File: config.mk
export PLATFORM = sky130hd
export DESIGN_NAME = regfile_dumper
export DESIGN_NICKNAME = d
export VERILOG_FILES = /design/src/rtl/regfile_dumper.sv
export SDC_FILE = /design/constraint.sdc
export NUM_CORES = 1
export LEC_CHECK = 0
export CAP_MARGIN = 10
export CORE_UTILIZATION = 46
export CTS_CLUSTER_SIZE = 12
export DETAILED_ROUTE_END_ITERATION = 8
export PLACE_DENSITY = 0.95
export SLEW_MARGIN = 20
export SYNTH_ARGS = -nofsm -noshare
export SYNTH_HDL_FRONTEND = slang
export SYNTH_SLANG_ARGS = --single-unit
File: constraint.sdc
create_clock -name Clk -period 2.75 [get_ports Clk]
set_input_delay 0.4125 -clock Clk [delete_from_list [all_inputs] [get_ports Clk]]
set_output_delay 0.4125 -clock Clk [all_outputs]
set_load 0.02 [all_outputs]
File: src/rtl/regfile_dumper.sv
// regfile_dumper: debug/trace engine that walks a contiguous (wrapping) range of
// the 32x32 register file through one read port. It streams each word out over a
// valid/ready handshake, tagged with its register address.
// Optional feature: define REGFILE_DUMPER_CSUM_EN to append a running-XOR
// checksum word (Out_Csum=1, Out_Last=1, Out_Addr=0) after the last register.
module regfile_dumper #(
    parameter int ADDR_W = 5,
    parameter int DATA_W = 32
) (
    input  logic              Clk,
    input  logic              Clr_n,
    input  logic              Start,
    input  logic [ADDR_W-1:0] First_Addr,
    input  logic [ADDR_W-1:0] Last_Addr,
    input  logic              Abort,
    output logic [ADDR_W-1:0] Rd_Addr,
    input  logic [DATA_W-1:0] Rd_Data,
    output logic              Out_Valid,
    input  logic              Out_Ready,
    output logic [DATA_W-1:0] Out_Data,
    output logic [ADDR_W-1:0] Out_Addr,
    output logic              Out_Last,
    output logic              Out_Csum,
    output logic              Busy,
    output logic              Done
);

`ifdef REGFILE_DUMPER_CSUM_EN
    typedef enum logic [1:0] {S_IDLE, S_READ, S_SEND, S_CSUM} state_t;
`else
    typedef enum logic [1:0] {S_IDLE, S_READ, S_SEND} state_t;
`endif

    state_t            state_q, state_d;
    logic [ADDR_W-1:0] cnt_q, cnt_d;          // address counter
    logic [ADDR_W-1:0] end_q, end_d;          // latched last address
    logic [DATA_W-1:0] out_data_q, out_data_d;
    logic [ADDR_W-1:0] out_addr_q, out_addr_d;
    logic              out_valid_q, out_valid_d;
    logic              out_last_q, out_last_d;
    logic              done_q, done_d;
    logic              at_end;
`ifdef REGFILE_DUMPER_CSUM_EN
    logic [DATA_W-1:0] csum_q, csum_d;
    logic              out_csum_q, out_csum_d;
`endif

    assign at_end = (cnt_q == end_q);

    // Next-state and registered-output logic; Abort always wins over a handshake.
    always_comb begin
        state_d     = state_q;
        cnt_d       = cnt_q;
        end_d       = end_q;
        out_data_d  = out_data_q;
        out_addr_d  = out_addr_q;
        out_valid_d = out_valid_q;
        out_last_d  = out_last_q;
        done_d      = 1'b0;
`ifdef REGFILE_DUMPER_CSUM_EN
        csum_d      = csum_q;
        out_csum_d  = out_csum_q;
`endif
        case (state_q)
            S_IDLE: begin
                if (Start && !Abort) begin
                    cnt_d   = First_Addr;
                    end_d   = Last_Addr;
`ifdef REGFILE_DUMPER_CSUM_EN
                    csum_d  = '0;
`endif
                    state_d = S_READ;
                end
            end
            S_READ: begin
                if (Abort) begin
                    state_d = S_IDLE;
                end else begin
                    out_data_d  = Rd_Data;
                    out_addr_d  = cnt_q;
                    out_valid_d = 1'b1;
`ifdef REGFILE_DUMPER_CSUM_EN
                    csum_d      = csum_q ^ Rd_Data;
                    out_csum_d  = 1'b0;
                    out_last_d  = 1'b0;   // the checksum word carries Last
`else
                    out_last_d  = at_end;
`endif
                    state_d     = S_SEND;
                end
            end
            S_SEND: begin
                if (Abort) begin
                    out_valid_d = 1'b0;
                    state_d     = S_IDLE;
                end else if (Out_Ready) begin
                    out_valid_d = 1'b0;
                    if (at_end) begin
`ifdef REGFILE_DUMPER_CSUM_EN
                        out_data_d  = csum_q;
                        out_addr_d  = '0;
                        out_last_d  = 1'b1;
                        out_csum_d  = 1'b1;
                        out_valid_d = 1'b1;
                        state_d     = S_CSUM;
`else
                        done_d      = 1'b1;
                        state_d     = S_IDLE;
`endif
                    end else begin
                        cnt_d   = cnt_q + ADDR_W'(1);   // wraps 31 -> 0
                        state_d = S_READ;
                    end
                end
            end
`ifdef REGFILE_DUMPER_CSUM_EN
            S_CSUM: begin
                if (Abort) begin
                    out_valid_d = 1'b0;
                    state_d     = S_IDLE;
                end else if (Out_Ready) begin
                    out_valid_d = 1'b0;
                    done_d      = 1'b1;
                    state_d     = S_IDLE;
                end
            end
`endif
            default: begin
                out_valid_d = 1'b0;
                state_d     = S_IDLE;
            end
        endcase
    end

    // State and output registers, cleared asynchronously by Clr_n.
    always_ff @(posedge Clk or negedge Clr_n) begin
        if (!Clr_n) begin
            state_q     <= S_IDLE;
            cnt_q       <= '0;
            end_q       <= '0;
            out_data_q  <= '0;
            out_addr_q  <= '0;
            out_valid_q <= 1'b0;
            out_last_q  <= 1'b0;
            done_q      <= 1'b0;
`ifdef REGFILE_DUMPER_CSUM_EN
            csum_q      <= '0;
            out_csum_q  <= 1'b0;
`endif
        end else begin
            state_q     <= state_d;
            cnt_q       <= cnt_d;
            end_q       <= end_d;
            out_data_q  <= out_data_d;
            out_addr_q  <= out_addr_d;
            out_valid_q <= out_valid_d;
            out_last_q  <= out_last_d;
            done_q      <= done_d;
`ifdef REGFILE_DUMPER_CSUM_EN
            csum_q      <= csum_d;
            out_csum_q  <= out_csum_d;
`endif
        end
    end

    assign Rd_Addr   = (state_q == S_IDLE) ? '0 : cnt_q;
    assign Out_Valid = out_valid_q;
    assign Out_Data  = out_data_q;
    assign Out_Addr  = out_addr_q;
    assign Out_Last  = out_last_q;
    assign Busy      = (state_q != S_IDLE);
    assign Done      = done_q;
`ifdef REGFILE_DUMPER_CSUM_EN
    assign Out_Csum  = out_csum_q;
`else
    assign Out_Csum  = 1'b0;
`endif

endmodule
==> impl_results.md <==
- Status: finished, final reports clean
- Pwr dens: 760 nW/µm²
- Cells after Synth: 172
- Antenna-violating nets left: 0
- CP delay by family, top: buffers and inverters
- Max FO, Critical Path: 10
- Setup-failing EPs final: 0
- Peak Freq: between 0.4 and 0.5 GHz
- Post-DR vias/cell: 5.11
- GRT Residual Overflow: 0
- Seq/Total Area, Yosys: 0.561
- Combinational fraction of design power: 0.407
- Worst slew pin tran: 748 ps
- Synth Area in Adders: 0.00539
- Post-DP HPWL: 3860 µm
- Hold Path Class: in2async
- Total track usage: 0.208
- Clock Skews: ~7 ps
- Cell count of the worst reg-to-reg path: 4
- XOR/XNOR Fraction of Synth Area: 0.0189
- Hold Fails Final Rpt: 0
- R2R Setup Slk: around 930 ps
- I/O pin count: between 90 and 100
- Nets@finish: 313
- Core Region: around 4800 µm²
- WS Path Type: reg2out
- Initial DRC Count: approximately 110
- Worst Path Buf+Inv: 1
- Top_reg_cell synth: dfrtp_1
- Clk network pwr share: 0.158
- Final GP Congestion: a little under 0.9
- EDFF count, synth: 0
- Mux cell area share after synthesis: 0.228
- Simple-gate portion of the synthesized area: 0.0901
- Flop pwr share: 0.435
- Diodes inserted: 0
- Avg Cell Area, Syn: approximately 13 µm²
- Period utilization: 0.822
- Total CTS buffers: 5
- CTS tree: done
- Slew Limit Fails: 0
- Postcts setup bufs: 0
- Post-CTS Hold Buffers: 0
- Initial Util: 0.485
- P_leak: 1.37 nW
- Dominant cells by area after synthesis: dfrtp_1, mux2_1, xnor2_1, nand3_1, buf_6
- Clock transition at the registers of the reported paths: 90 ps
- Via count: roughly 1700
- #FFs+latches synth: 52
- Setup TNS: 0 ps
- Ys async rst share: 1.00
- Compound-Gate Fraction of Synth Area: 0.0566
- Largest family of logic cells by synthesized area: multiplexers
- Die width: 73.0 µm
- Post-route minimum period: 2260 ps
- Die Area: 5330 µm²
- Synth Warn #: 0
- Post_cts resized: 0
- Yosys top cell by area: dfrtp_1
- RSZ-0062 raised after global routing: false
- Root buf cell: clkbuf_8
- Worst Setup End Kind: primary output
- CP peak stage delay: between 500 and 600 ps
- Wirelength per Cell: between 15 and 20 µm
- First-pass GRT wire length: 8340 µm
- Unique masters post-synth: 36
- Max transition margin: 0.501
- Worst r2r src: state_q[1]
- Area grow syn2layout: 44.9%
- Hold_ws: 106 ps
- Max_cap viols: 0
- Switch Pwr: 0.869 mW
- Buffer depth of the longest clock path: 2
- Crit start category: flip-flop
- Total Wirelength: between 5000 and 6000 µm
- CTS H-tree depth: 2
- Post-Syn Area: 2320 µm²
- Slowest stage cell, crit path: clkdlybuf4s50_1
- Int Power: 1.69 mW
- # port buffers: 92
- Syn nets: 220
- Number of global-route vias before repair: 1723
- Clk sinks: 52
- Initial antenna violation count: 0
- Synth top area share: 0.561
- Drt first pass iters: 4
- VDD IR max: 0.000477 V
- Worst EP required: around 2300 ps
- DRC viols: 0
- Sw Ratio: 0.340
- Reg2reg end: cnt_q[2]
- Clock Latency Late Sink: 300 ps
- Height of the die: roughly 73 µm
- Arr. time, crit path: 1850 ps
- Layout cells sized above 1: 0.0717
- Crit-path cells: nor2_2 > nor2b_1 > clkdlybuf4s50_1
- Row cnt: 25
- Largest net degree at the start of global routing: 28
cell families after synthesis:
family	after synthesis
adders and majority gates	1
buffers and inverters	15
muxes	47
DFF	52
AOI/OAI and AO/OA	15
xor gates and xnor gates	5
and+or+nand+nor	36
other	1
metrics by stage:
step                instance area (µm²)  std cells   util  setup WS, ps  total power, mW
finish                             3360        332  0.702           490             2.56
global route                       3360        332  0.702           401             2.70
CTS                                3360        332  0.702           507             2.58
floorplan                          2320        172      -          1290             1.63
detailed placement                 3280        325  0.685           652             2.18
global placement                   3280        325  0.685           717             2.13
metal layers:
metal | up-vias | global-route usage | share of wire | wire [µm]
met1 | 806 | 0.252 | 0.38 | 1900
met5 | - | 0 | 0 | 0
met3 | 16 | 0.0483 | 0.084 | 420
li1 | 790 | - | - | -
met2 | 86 | 0.353 | 0.51 | 2570
met4 | 0 | 0.0937 | 0.027 | 138
power groups by stage:
stage,Combinational [mW],Sequential (mW),Clock [mW]
floorplan,0.310,1.32,0
global placement,1.02,1.11,0
detailed placement,1.05,1.13,0
CTS,1.05,1.11,0.418
global route,1.11,1.14,0.448
finish,1.04,1.11,0.405
sequential cells by signal, summed over array words and instances (netlist names):
signal and count:
cnt_q 5, state_q 2, Out_Data 32, Done 1, Out_Valid 1, Out_Last 1, Out_Addr 5, end_q 5
cells in the mapped netlist, types with 2 or more instances:
library cell,instances
nor2b_1,3
nor2_1,8
buf_4,2
a21boi_1,2
mux2i_1,3
and2_1,3
o221ai_1,2
o211ai_1,2
buf_6,3
and3_1,3
a211oi_1,2
o2111ai_1,2
xnor2_1,5
mux2_1,43
inv_1,5
nand2_1,3
nor3_1,2
nand3_1,8
buf_2,3
dfrtp_1,52
how the worst max path moves through the flow:
stage | depth (start not counted) | startpoint | end
finish | 3 | state_q[0] | Rd_Addr[4]
floorplan | 5 | state_q[0] | Out_Addr[3]
detailed placement | 4 | Abort | Out_Data[4]
CTS | 3 | state_q[0] | Rd_Addr[4]
global placement | 4 | Abort | Out_Data[12]
global route | 3 | state_q[0] | Rd_Addr[4]
final cells by class:
type                            count  area, µm²
Sequential cell                    52       1300
Clock inverter                      2       12.5
Tap cell                           67       83.8
Fill cell                         357       1420
Clock buffer                        5       68.8
Inverter                            6       22.5
Multi-Input combinational cell    105        935
Timing Repair Buffer               95        938
cell usage in the layout, fill, tap and decap left out:
master	Yosys	final
clkdlybuf4s50_1	0	91
dfrtp_1	52	52
mux2_1	43	43
nor2_1	8	8
nand3_1	8	8
inv_1	5	5
xnor2_1	5	5
clkbuf_8	0	5
nor2b_1	3	3
nand2_1	3	3
and3_1	3	3
and2_1	3	3
mux2i_1	3	3
buf_4	2	3
nor3_1	2	2
a21boi_1	2	2
o2111ai_1	2	2
o211ai_1	2	2
a211oi_1	2	2
o221ai_1	2	2
nor2_2	1	1
inv_2	1	1
and4_1	1	1
nor3b_4	0	1
mux2i_2	1	1
nor3_4	1	1
nand2b_1	1	1
a2111oi_2	1	1
o21ai_1	1	1
or3_4	1	1
a31oi_4	1	1
a21oi_1	1	1
o21ai_0	1	1
ha_1	1	1
conb_1	1	1
clkinv_2	0	1
clkinvlp_4	0	1
buf_2	3	1
Note: power is estimated with default switching activity, not from simulation.
